File: src/rtl/painterengine_gpu_dmareader.sv
// AXI4 read-burst DMA front end for the display path: splits a word-count
// transfer into 4 KB-safe INCR bursts and streams beats to a pixel sink.
module painterengine_gpu_dmareader #(
  parameter int PARAM_MAX_BURST = 16
) (
  input  logic        i_wire_clock,
  input  logic        i_wire_reset,
  input  logic        i_wire_enable,
  input  logic [31:0] i_wire_address,
  input  logic [31:0] i_wire_length,
  output logic        o_wire_done,
  output logic        o_wire_error,
  output logic [31:0] o_wire_data,
  output logic        o_wire_data_valid,
  input  logic        i_wire_data_next,
  output logic [31:0] o_wire_axi_araddr,
  output logic [7:0]  o_wire_axi_arlen,
  output logic [2:0]  o_wire_axi_arsize,
  output logic [1:0]  o_wire_axi_arburst,
  output logic        o_wire_axi_arvalid,
  input  logic        i_wire_axi_arready,
  input  logic [31:0] i_wire_axi_rdata,
  input  logic [1:0]  i_wire_axi_rresp,
  input  logic        i_wire_axi_rlast,
  input  logic        i_wire_axi_rvalid,
  output logic        o_wire_axi_rready,
  output logic [2:0]  o_wire_state
);

  // Handshakes: a transfer happens on a rising edge where valid && ready;
  // a raised arvalid holds araddr/arlen stable until arready is seen.

  typedef enum logic [2:0] {
    S_IDLE  = 3'd0,
    S_ADDR  = 3'd1,
    S_DATA  = 3'd2,
    S_DRAIN = 3'd3,
    S_DONE  = 3'd4,
    S_ERROR = 3'd5
  } state_t;

  localparam logic [10:0] MAX_W = 11'(PARAM_MAX_BURST);

  state_t      state;
  logic [31:0] next_addr;
  logic [31:0] remaining;
  logic [8:0]  beat_cnt;
  logic        err_flag;

  logic [8:0]  first_beats;
  logic [8:0]  cont_beats;
  logic        beat;
  logic        beat_bad;

  // Beats for one burst: limited by words left, the burst cap and the
  // words remaining before the next 4 KB page boundary.
  function automatic logic [8:0] calc_beats(input logic [9:0] word_off,
                                            input logic [31:0] rem);
    logic [10:0] room;
    logic [8:0]  cap;
    room = 11'd1024 - {1'b0, word_off};
    cap  = (room > MAX_W) ? MAX_W[8:0] : room[8:0];
    if (rem < {23'd0, cap}) return rem[8:0];
    return cap;
  endfunction

  assign first_beats = calc_beats(i_wire_address[11:2], i_wire_length);
  assign cont_beats  = calc_beats(next_addr[11:2], remaining - 32'd1);

  assign o_wire_axi_arsize  = 3'b010;
  assign o_wire_axi_arburst = 2'b01;
  assign o_wire_state       = state;
  assign o_wire_data        = i_wire_axi_rdata;

  always_comb begin
    o_wire_axi_rready = 1'b0;
    if (!i_wire_reset) begin
      if (state == S_DATA)       o_wire_axi_rready = i_wire_data_next;
      else if (state == S_DRAIN) o_wire_axi_rready = 1'b1;
    end
  end

  assign beat              = i_wire_axi_rvalid && o_wire_axi_rready;
  assign o_wire_data_valid = beat && (state == S_DATA);
  assign beat_bad          = (i_wire_axi_rresp != 2'b00) ||
                             (i_wire_axi_rlast != (beat_cnt == 9'd1));

  always_ff @(posedge i_wire_clock) begin
    if (i_wire_reset) begin
      state              <= S_IDLE;
      o_wire_axi_arvalid <= 1'b0;
      o_wire_axi_araddr  <= 32'd0;
      o_wire_axi_arlen   <= 8'd0;
      next_addr          <= 32'd0;
      remaining          <= 32'd0;
      beat_cnt           <= 9'd0;
      err_flag           <= 1'b0;
      o_wire_done        <= 1'b0;
      o_wire_error       <= 1'b0;
    end else begin
      case (state)
        S_IDLE: begin
          o_wire_done  <= 1'b0;
          o_wire_error <= 1'b0;
          err_flag     <= 1'b0;
          if (i_wire_enable) begin
            next_addr <= i_wire_address;
            remaining <= i_wire_length;
            if (i_wire_length == 32'd0) begin
              state       <= S_DONE;
              o_wire_done <= 1'b1;
            end else if (i_wire_address[1:0] != 2'b00) begin
              state        <= S_ERROR;
              o_wire_error <= 1'b1;
            end else begin
              state              <= S_ADDR;
              o_wire_axi_arvalid <= 1'b1;
              o_wire_axi_araddr  <= i_wire_address;
              o_wire_axi_arlen   <= first_beats[7:0] - 8'd1;
              beat_cnt           <= first_beats;
            end
          end
        end

        // Enable is deliberately ignored until the address handshake ends.
        S_ADDR: begin
          if (i_wire_axi_arready) begin
            o_wire_axi_arvalid <= 1'b0;
            next_addr <= o_wire_axi_araddr + {21'd0, beat_cnt, 2'b00};
            state     <= i_wire_enable ? S_DATA : S_DRAIN;
          end
        end

        S_DATA: begin
          if (beat) begin
            remaining <= remaining - 32'd1;
            beat_cnt  <= beat_cnt - 9'd1;
            if (beat_bad) begin
              err_flag <= 1'b1;
              if (i_wire_axi_rlast) begin
                state        <= S_ERROR;
                o_wire_error <= 1'b1;
              end else begin
                state <= S_DRAIN;
              end
            end else if (beat_cnt == 9'd1) begin
              if (remaining == 32'd1) begin
                state       <= S_DONE;
                o_wire_done <= 1'b1;
              end else if (!i_wire_enable) begin
                // Burst fully received, nothing outstanding to drain.
                state <= S_IDLE;
              end else begin
                state              <= S_ADDR;
                o_wire_axi_arvalid <= 1'b1;
                o_wire_axi_araddr  <= next_addr;
                o_wire_axi_arlen   <= cont_beats[7:0] - 8'd1;
                beat_cnt           <= cont_beats;
              end
            end else if (!i_wire_enable) begin
              state <= S_DRAIN;
            end
          end else if (!i_wire_enable) begin
            state <= S_DRAIN;
          end
        end

        S_DRAIN: begin
          if (i_wire_axi_rvalid && i_wire_axi_rlast) begin
            if (err_flag) begin
              state        <= S_ERROR;
              o_wire_error <= 1'b1;
            end else begin
              state <= S_IDLE;
            end
          end
        end

        S_DONE: begin
          if (!i_wire_enable) begin
            state       <= S_IDLE;
            o_wire_done <= 1'b0;
          end
        end

        S_ERROR: begin
          if (!i_wire_enable) begin
            state        <= S_IDLE;
            o_wire_error <= 1'b0;
          end
        end

        default: begin
          state              <= S_IDLE;
          o_wire_axi_arvalid <= 1'b0;
          o_wire_done        <= 1'b0;
          o_wire_error       <= 1'b0;
        end
      endcase
    end
  end

endmodule

File: config.mk
export PLATFORM = sky130hd
export DESIGN_NAME = painterengine_gpu_dmareader
export DESIGN_NICKNAME = d
export VERILOG_FILES = /design/src/rtl/painterengine_gpu_dmareader.sv
export SDC_FILE = /design/constraint.sdc
export NUM_CORES = 1
export LEC_CHECK = 0
export BUFFER_PORTS_ARGS = -buffer_cell sky130_fd_sc_hd__clkbuf_2
export CORE_AREA = 2 2 128 155
export DETAILED_ROUTE_END_ITERATION = 7
export DIE_AREA = 0 0 130 157
export PLACE_DENSITY_LB_ADDON = 0.1
export SLEW_MARGIN = 10
export SYNTH_ARGS = -nofsm -noshare
export SYNTH_HDL_FRONTEND = slang
export SYNTH_SLANG_ARGS = --single-unit
File: constraint.sdc
create_clock -name i_wire_clock -period 9 [get_ports i_wire_clock]
set_input_delay 0.45 -clock i_wire_clock [delete_from_list [all_inputs] [get_ports i_wire_clock]]
set_output_delay 0.45 -clock i_wire_clock [all_outputs]
set_load 0.02 [all_outputs]
* Word-level counts from Yosys, hierarchy flattened
Index checks and enable logic that the tools add are counted.
** Cells by class
- $add $sub $neg :: 7
- $lt $le $gt $ge :: 4
- Eq/ne operators :: 25
- Mux-type cells :: 90
- Bitwise logic cells :: 3
- Reduce and logical (&&, ||, !) cells :: 23
** Operators with widths (number)
- 32-bit 2-to-1 mux :: 12
- 32-bit case mux with 2 select lines :: 3
- 9-bit 2-to-1 mux :: 14
- 32-bit by 9-bit < comparator with 1-bit output :: 2
- 8-bit 2-to-1 mux :: 8
- 3-bit 2-to-1 mux :: 13
- 1-bit 2-to-1 mux :: 33
- 32-bit by 11-bit adder with 32-bit output :: 1
- 32-bit by 1-bit == test with 1-bit output (second input constant) :: 1
- 32-bit logical NOT :: 1
- 32-bit by 1-bit subtractor with 32-bit output (second input constant) :: 1
- 2-bit inequality test (second input constant) :: 14
- 11-bit by 5-bit > comparator with 1-bit output (second input constant) :: 2
- 11-bit by 10-bit subtractor with 11-bit output (first input constant) :: 2
- 9-bit case mux with 2 select lines :: 1
- 8-bit case mux with 2 select lines :: 1
- 8-bit by 1-bit subtractor with 8-bit output (second input constant) :: 2
- 3-bit case mux with 5 select lines :: 1
- 10-bit AND reduction :: 1
- 9-bit by 1-bit == test with 1-bit output (second input constant) :: 1
- 3-bit AND reduction :: 3
- 9-bit AND reduction :: 1
- 9-bit by 1-bit subtractor with 9-bit output (second input constant) :: 1
- 1-bit case mux with 4 select lines :: 2
- other kinds (18) :: 31
** Storage, ports and cells
- Register bits :: 120
- Bits of input ports :: 105
- Output and inout port bits :: 85
- Word-level logic and storage cells :: 162

* Logic depth before layout (Yosys ltp)
Gate-level depths: netlist of the first run.
- Word-level depth :: 13
- Mapped depth :: 22
- Mapped depth without buffers :: 22

* Worst setup path after synthesis of the first run
Ideal clock, no wire load.
- Path kind :: reg-to-reg
- From :: reg next_addr[2]
- To :: reg o_wire_axi_arlen[6]
- Library setup time :: 0.114 ns
- Data arrival time :: 4.602 ns
- Required time :: 8.886 ns
- Path slack :: 4.284 ns
- Stages on the path, launching flop included :: 21
- Buffers on the path :: 0
- Period minus slack after synthesis :: 4.716 ns
- Cells stage by stage :: dfxtp_1 > or4_1 > nor4_1 > a211oi_1 > nor4_4 > nand2_1 > ha_1 > o21a_1 > o21a_1 > o21ai_0 > a211o_1 > a21o_1 > nand3_1 > nor3_2 > mux2_2 > nor2_1 > ha_1 > o2111ai_2 > nor3_2 > xnor2_1 > a21o_1
** On the way
- Cells in the longest elaborated chain, start to end :: 13
** Ends and longest elaborated chain
- start, declared :: RTL line 45 : logic [31:0] next_addr;
- start signal, assigned :: RTL line 107 : next_addr <= i_wire_address;
- start signal, assigned :: RTL line 129 : next_addr <= o_wire_axi_araddr + {21'd0, beat_cnt, 2'b00};
- 11-bit by 10-bit subtractor with 11-bit output * :: RTL line 61 : room = 11'd1024 - {1'b0, word_off};
- 11-bit by 5-bit > comparator with 1-bit output :: RTL line 62 : cap = (room > MAX_W) ? MAX_W[8:0] : room[8:0];
- 9-bit 2-to-1 mux * :: RTL line 62
- 32-bit by 9-bit < comparator with 1-bit output :: RTL line 63 : if (rem < {23'd0, cap}) return rem[8:0];
- 1-bit 2-to-1 mux :: RTL line 63
- 9-bit 2-to-1 mux * :: RTL line 64 : return cap;
- 8-bit by 1-bit subtractor with 8-bit output * :: RTL line 157 : o_wire_axi_arlen <= cont_beats[7:0] - 8'd1;
- 8-bit 2-to-1 mux * :: RTL line 150 : end else if (!i_wire_enable) begin
- 8-bit 2-to-1 mux * :: RTL line 147 : if (remaining == 32'd1) begin
- 8-bit 2-to-1 mux * :: RTL line 146 : end else if (beat_cnt == 9'd1) begin
- 8-bit 2-to-1 mux * :: RTL line 138 : if (beat_bad) begin
- 8-bit 2-to-1 mux * :: RTL line 135 : if (beat) begin
- 8-bit case mux with 2 select lines * :: RTL line 101 : case (state)
- end signal, assigned :: RTL line 119 : o_wire_axi_arlen <= first_beats[7:0] - 8'd1;
- end signal, assigned :: RTL line 157
- end, declared :: RTL line 17 : output logic [7:0] o_wire_axi_arlen,
Mark *: on every way between the ends. The rest lies on a longest branch, timed or not. The select of a mux whose other input is x is not followed.
A chain may end at the register's enable or synchronous reset.

* Final worst setup path of the first run
Ends and elaborated chain as after synthesis.

==> flow_metrics.py, run 1 <==
metrics = {
    "clock_network": {
        "cts_buffer_depth": 2,
        "cts_buffers": 17,
        "cts_root_buffer": "clkbuf_16",
        "clkTransAtPathRegs_ns": 0.06,
        "ctsResizeCount": 0,
        "cts_setup_buffers": 0,
        "clk_latency_ns": 0.42,
        "postCtsHoldBufs": 0,
        "ctsHtreeMaxLevel": 4,
        "cts_tree": "done",
        "clkSinkCount": 120,
    },
    "routing": {
        "drc_errors": 0,
        "wirelength_um": 28690,
        "wl_per_cell_um": 18.29,
        "ant_nets": 0,
        "first_pass_iters": 6,
        "drtIter0Drc": 684,
        "avgViaCountPerCell": 5.969,
        "detailroute.via_count": 9365,
    },
    "logic_synthesis": {
        "synth_seq_cells": 120,
        "yosysTopAreaCell": "dfxtp_1",
        "synth_area_leaders": "dfxtp_1 26%, nor2_1 7.1%, nand2_1 6.8%",
        "synthArstFlopShare": 0,
        "netlist.area_leader.share": 0.2585,
        "synth_top_family_by_area": "simple AND/OR/NAND/NOR gates",
        "synth-xor-area-share": 0.04241,
        "synth-seq-area-share": 0.2585,
        "synth_area_per_cell_um2": 7.388,
        "ys.warnings.count": 0,
        "synth_cell_type_count": 83,
        "synth-compound-area-share": 0.2588,
        "yosys.area_share.simple": 0.2946,
        "synth_cells": 1258,
        "synth-edff-count": 0,
        "ys.flop_type": "dfxtp_1",
        "synth_most_common_cell": "nor2_1",
        "synth_common_cells": "176 x nor2_1, 168 x nand2_1, 120 x dfxtp_1",
        "synthAdderAreaFrac": 0.04523,
        "synth_mux_area_frac": 0.01831,
        "syn_area_um2": 9294,
    },
    "layout": {
        "nets": 1438,
        "drive_above_1_share": 0.1775,
        "multi_input_comb_area_um2": 6197,
        "nFillCells": 1928,
        "seqCellArea_um2": 2402,
        "diodes": 0,
        "areaGrowthSynthToFinish_pct": 10.90,
    },
    "global_routing": {
        "grt_pass1_vias": 8734,
        "antenna_found_initial": 0,
        "grt_max_degree": 74,
        "grt_first_pass_wirelength_um": 45770,
        "grtUsageTotal": 0.2825,
        "gr-total-overflow": 0,
    },
    "power_and_ir_drop": {
        "power_density_nw_per_um2": 321.0,
        "total_power_mw": 3.309,
        "p_switching_mw": 1.571,
        "p_leak_nw": 3.975,
        "p_seq_frac": 0.277,
        "comb_power_share": 0.514,
        "p_clk_frac": 0.209,
        "p_int_mw": 1.738,
        "vdd_ir_drop_max_mv": 0.1580,
        "swShare": 0.4747,
    },
    "setup_path": {
        "cp-endpoint": "o_wire_axi_arlen[6]",
        "worstSetupStartpoint": "next_addr[2]",
        "start_kind": "flop",
        "crit_path_end_kind": "flop",
        "worst-setup-path-type": "flop to flop",
        "r2r_cells": 20,
        "critical_path_required_ns": 9.31,
        "timing.rr.end": "o_wire_axi_arlen[6]",
        "crit-reg2reg-launch": "next_addr[2]",
        "path_cells": "or4_1 -> nor4_1 -> a211oi_1 -> nor4_4 -> nand2_1 -> ha_1 -> o21a_1 -> o21a_1 -> o21ai_0 -> a211o_1 -> a21o_1 -> nand3_1 -> nor3_2 -> mux2_2 -> nor2_1 -> ha_1 -> o2111ai_2 -> nor3_2 -> xnor2_1 -> a21o_1",
        "cp_max_fo": 8,
        "slowest_delay_ns": 0.65,
        "cp_slowest_cell": "or4_1",
        "r2r_slack_ns": 3.71,
        "critPathArrivalTime_ns": 5.60,
    },
    "sta": {
        "rsz0062_at_grt": "no",
        "final.min_clock_period_ns": 5.293,
        "slew_violations": 0,
        "setup_viol": 0,
        "period_share": 0.5881,
        "relSlewSlack": 0.2374,
        "tightest_slew_ns": 1.140,
        "setup_tns_ns": 0,
        "fmax_mhz": 188.9,
        "final-hold-violation-count": 0,
        "finClkSkew_ns": 0.008892,
    },
    "die": {
        "die_w_um": 130,
        "rows": 55,
        "die_y_um": 157,
        "core_um2": 18790,
        "dieArea_um2": 20410,
        "start_util": 0.4947,
        "pin_count": 190,
    },
    "place": {
        "gp_congestion": 0.9474,
        "io_buffers": 120,
        "dpl.hpwl_um": 20500,
    },
    "flow_run": {
        "drv_cap": 0,
    },
    "status": {
        "status": "finished, final reports clean",
    },
    "hold_path": {
        "holdCritPathClass": "primary input to flop",
        "timing.hold.worst.start": "i_wire_address[26]",
    },
}
[layer usage]
metal / routed length (µm) / track usage
met1: 12370 / 0.3599
met4: 1265 / 0.1372
met3: 1491 / 0.04555
met2: 13570 / 0.4625
met5: 0 / 0
[stage by stage]
step	worst slack, ns	cells	hold WS (ns)	area, µm²	utilization
global route	3.193	1569	0.3195	10310	0.5487
detailed placement	3.689	1537	0.4468	9722	0.5175
finish	3.707	1569	0.3086	10310	0.5487
global placement	3.857	1537	0.4430	9722	0.5175
CTS	3.714	1569	0.2950	10310	0.5487
floorplan	4.284	1269	0.4366	9335	-
[cell families (layout without fill, tap and decap cells)]
logic type	Yosys count	in the layout
xor gates and xnor gates	45	45
buffers and inverters	150	194
and+or+nand+nor	564	564
muxes	16	16
adders and majority gates	33	33
DFF	120	120
other	2	13
AOI/OAI and AO/OA	328	328
[worst min-delay path by stage]
stage / slack, ns / depth (start not counted) / to
floorplan: 0.44 / 2 / next_addr[12]
global placement: 0.44 / 2 / next_addr[29]
detailed placement: 0.45 / 2 / next_addr[31]
CTS: 0.30 / 3 / next_addr[26]
global route: 0.32 / 3 / o_wire_axi_araddr[26]
finish: 0.31 / 3 / next_addr[26]
[placed cells by master, fill, tap and decap left out, types with 8 or more instances in the layout]
cell       netlist  final
clkbuf_2         0    119
conb_1           2     13
buf_4           37     12
nand3_1         33     33
and2_1           8      8
nand2b_1        15     15
a22oi_1         15     15
o221ai_1        17     17
ha_1            32     32
nor4_1          22     22
clkbuf_16        0     17
nand4_1          8      8
xnor2_1         39     39
and3_1           9      8
mux2i_1         11     11
o21ai_0         55     55
or3_1           10     10
nor3_1          53     52
a211oi_1        28     28
dfxtp_1        120    120
a21oi_1         92     92
o211ai_1        13     13
a311oi_2        32     32
o21a_1           8      8
nand3b_1        10     10
nor2_1         176    176
inv_1           31     31
nand2_1        168    167
[power groups by stage]
stage	sequential, mW	combinational (mW)	clock [mW]
after CTS	0.911	1.70	0.700
after global routing	0.943	1.90	0.721
after detailed placement	0.923	1.69	0
after floorplan	0.915	1.28	0
final	0.916	1.70	0.693
after global placement	0.920	1.68	0
[worst max-delay path: cells and delay by family (launching register included)]
family          cells  cell delay (ns)
compound gates      8             1.34
xor+xnor            1             0.09
fa+ha+maj           2             0.52
flops               1             0.39
mux                 1             0.39
simple gates        8             2.47
[cell type report]
cell class	count	area share
Inverter	31	0.01129
Sequential cell	120	0.2331
Clock inverter	14	0.01420
Timing Repair Buffer	131	0.06652
Clock buffer	18	0.04261
Tap cell	256	0.03108
Multi-Input combinational cell	999	0.6012
[registers in the layout, summed over array words and instances (netlist names)]
name and cells:
o_wire_state 3, next_addr 32, o_wire_done 1, o_wire_error 1, o_wire_axi_arlen 8, o_wire_axi_arvalid 1
beat_cnt 9, err_flag 1, remaining 32, o_wire_axi_araddr 32
Note: power is estimated with default switching activity, not from simulation.
==> run 2, diff against run 1 <==
==> constraint.sdc (replaced) <==
create_clock -name i_wire_clock -period 5.3 [get_ports i_wire_clock]
set_input_delay 0.265 -clock i_wire_clock [delete_from_list [all_inputs] [get_ports i_wire_clock]]
set_output_delay 0.265 -clock i_wire_clock [all_outputs]
set_load 0.02 [all_outputs]
==> flow_metrics.py, run 2 (same netlist as run 1, synthesis figures left out) <==
metrics = {
    "hold_path": {
        "whs_path_depth": 3,
        "holdCritPathClass": "primary input to flop",
        "timing.hold.worst.start": "i_wire_address[31]",
        "worstHoldEndpoint": "o_wire_axi_araddr[31]",
    },
    "clock_network": {
        "postCtsHoldBufs": 0,
        "cts_root_buffer": "clkbuf_16",
        "clkTransAtPathRegs_ns": 0.06,
        "clk_latency_ns": 0.42,
        "ctsHtreeMaxLevel": 4,
        "cts_tree": "done",
        "cts_buffer_depth": 2,
        "clkSinkCount": 120,
        "cts_buffers": 17,
    },
    "sta": {
        "fmax_mhz": 200.6,
        "period_share": 0.9404,
        "setup_tns_ns": 0,
        "final-hold-violation-count": 0,
        "rsz0062_at_grt": "no",
        "slew_violations": 0,
        "final.min_clock_period_ns": 4.984,
        "fin_hold_ws_ns": 0.1326,
        "relSlewSlack": 0.3308,
        "fin_ws_ns": 0.3161,
        "setup_viol": 0,
        "finClkSkew_ns": 0.01096,
        "tightest_slew_ns": 1.004,
    },
    "die": {
        "core_um2": 18790,
        "die_w_um": 130,
        "die_y_um": 157,
        "rows": 55,
        "dieArea_um2": 20410,
        "start_util": 0.4947,
        "pin_count": 190,
    },
    "layout": {
        "diodes": 0,
        "stdcell_count": 1582,
        "final_area_um2": 10470,
        "areaGrowthSynthToFinish_pct": 12.61,
        "biggestRegsByFlops": "next_addr x32, o_wire_axi_araddr x32, remaining x32",
        "nets": 1451,
        "layout_commonest_cell": "nor2_1",
        "drive_above_1_share": 0.1885,
        "final_cell_mix": "176 x nor2_1, 166 x nand2_1, 120 x dfxtp_1, 119 x clkbuf_2, 92 x a21oi_1",
    },
    "place": {
        "gp_congestion": 0.9530,
        "io_buffers": 120,
        "dp.cells": 1547,
        "place_ws_ns": 0.1523,
        "dpl.hpwl_um": 20660,
        "place_area_um2": 9797,
    },
    "power_and_ir_drop": {
        "vdd_ir_drop_max_mv": 0.2762,
        "power_density_nw_per_um2": 552.0,
        "p_leak_nw": 4.065,
    },
    "setup_path": {
        "critPathArrivalTime_ns": 5.30,
        "start_kind": "flop",
        "worst-setup-path-type": "flop to flop",
        "path_cells": "inv_1 -> ha_2 -> or3b_2 -> nor3b_1 -> a211oi_1 -> nor4_4 -> buf_4 -> nand2_2 -> ha_1 -> o21a_1 -> o21a_1 -> o21ai_1 -> a211o_1 -> a21o_1 -> nand3_1 -> nor3_4 -> mux2_2 -> nor2_1 -> ha_2 -> o2111ai_2 -> nor3_2 -> xnor2_1 -> a21o_1",
        "slowest_delay_ns": 0.48,
        "cp_num_cells": 23,
        "cp_slowest_cell": "or3b_2",
        "cp_max_fo": 5,
        "r2r_slack_ns": 0.32,
        "crit_path_end_kind": "flop",
        "timing.rr.end": "o_wire_axi_arlen[6]",
        "critical_path_required_ns": 5.61,
        "r2r_cells": 23,
        "cp_top_family": "simple AND/OR/NAND/NOR gates",
        "cp_num_buf_inv": 2,
        "crit-reg2reg-launch": "next_addr[3]",
    },
    "routing": {
        "detailroute.via_count": 9315,
        "drc_errors": 0,
        "first_pass_iters": 5,
        "wirelength_um": 28880,
        "wl_per_cell_um": 18.25,
        "avgViaCountPerCell": 5.888,
        "drtIter0Drc": 479,
        "ant_nets": 0,
    },
    "global_routing": {
        "grt_first_pass_wirelength_um": 45770,
        "grt_pass1_vias": 8841,
        "antenna_found_initial": 0,
        "grtUsageTotal": 0.2837,
        "gr-total-overflow": 0,
        "grt_max_degree": 76,
    },
    "flow_run": {
        "drv_cap": 0,
    },
    "status": {
        "status": "finished, final reports clean",
    },
}
-- run 2: worst max path at each step --
stage                     slack [ns]             endpoint    startpoint
after floorplan                 0.58  o_wire_axi_arlen[6]  next_addr[2]
after global placement          0.30  o_wire_axi_arlen[6]  next_addr[3]
after detailed placement        0.15  o_wire_axi_arlen[6]  next_addr[3]
after CTS                       0.06  o_wire_axi_arlen[6]  next_addr[3]
after global routing            0.01  o_wire_axi_arlen[6]  next_addr[3]
final                           0.32  o_wire_axi_arlen[6]  next_addr[3]
-- run 2: final cells by class --
type                       count  area (µm²)
timing repair buffer         144       783.3
inverter                      31       116.4
multi-input combinational    999        6223
sequential                   120        2402
clock buffer                  19       442.9
tap                          256       320.3
clock inverter                13       177.7
fill                        1870        8320
-- run 2: power by group --
group          total [mW]  internal, mW  switching, mW
Clock                1.24         0.796          0.444
Combinational        2.99          1.13           1.86
Sequential           1.55          1.19          0.367
Total                5.78          3.11           2.67
-- run 2: metal layers --
layer,track usage,part of all wire,up-vias,routed length [µm]
met5,0,0,-,0
met3,0.04147,0.040,47,1164
met1,0.3412,0.43,4416,12410
met2,0.5039,0.50,235,14450
met4,0.1132,0.030,0,858
li1,-,-,4617,-
-- run 2: timing repair --
| action | CTS | global route |
|---|---|---|
| endpoints found under the setup margin | 0 | 3 |
| setup buffers | 0 | 3 |
| gates resized for setup | 0 | 8 |
-- run 2: worst register-to-register path, cell delays in order, from the launching register on --
cell	delay [ns]
dfxtp_1	0.34
inv_1	0.09
ha_2	0.23
or3b_2	0.48
nor3b_1	0.22
a211oi_1	0.13
nor4_4	0.24
buf_4	0.18
nand2_2	0.09
ha_1	0.29
o21a_1	0.19
o21a_1	0.18
o21ai_1	0.12
a211o_1	0.16
a21o_1	0.16
nand3_1	0.14
nor3_4	0.27
mux2_2	0.37
nor2_1	0.15
ha_2	0.23
o2111ai_2	0.15
nor3_2	0.18
xnor2_1	0.10
a21o_1	0.18
-- run 2: stage by stage --
stage / power [mW] / utilization
global placement: 4.480 / 0.5215
CTS: 5.757 / 0.5545
detailed placement: 4.502 / 0.5215
global route: 6.196 / 0.5571
floorplan: 3.732 / -
finish: 5.778 / 0.5571
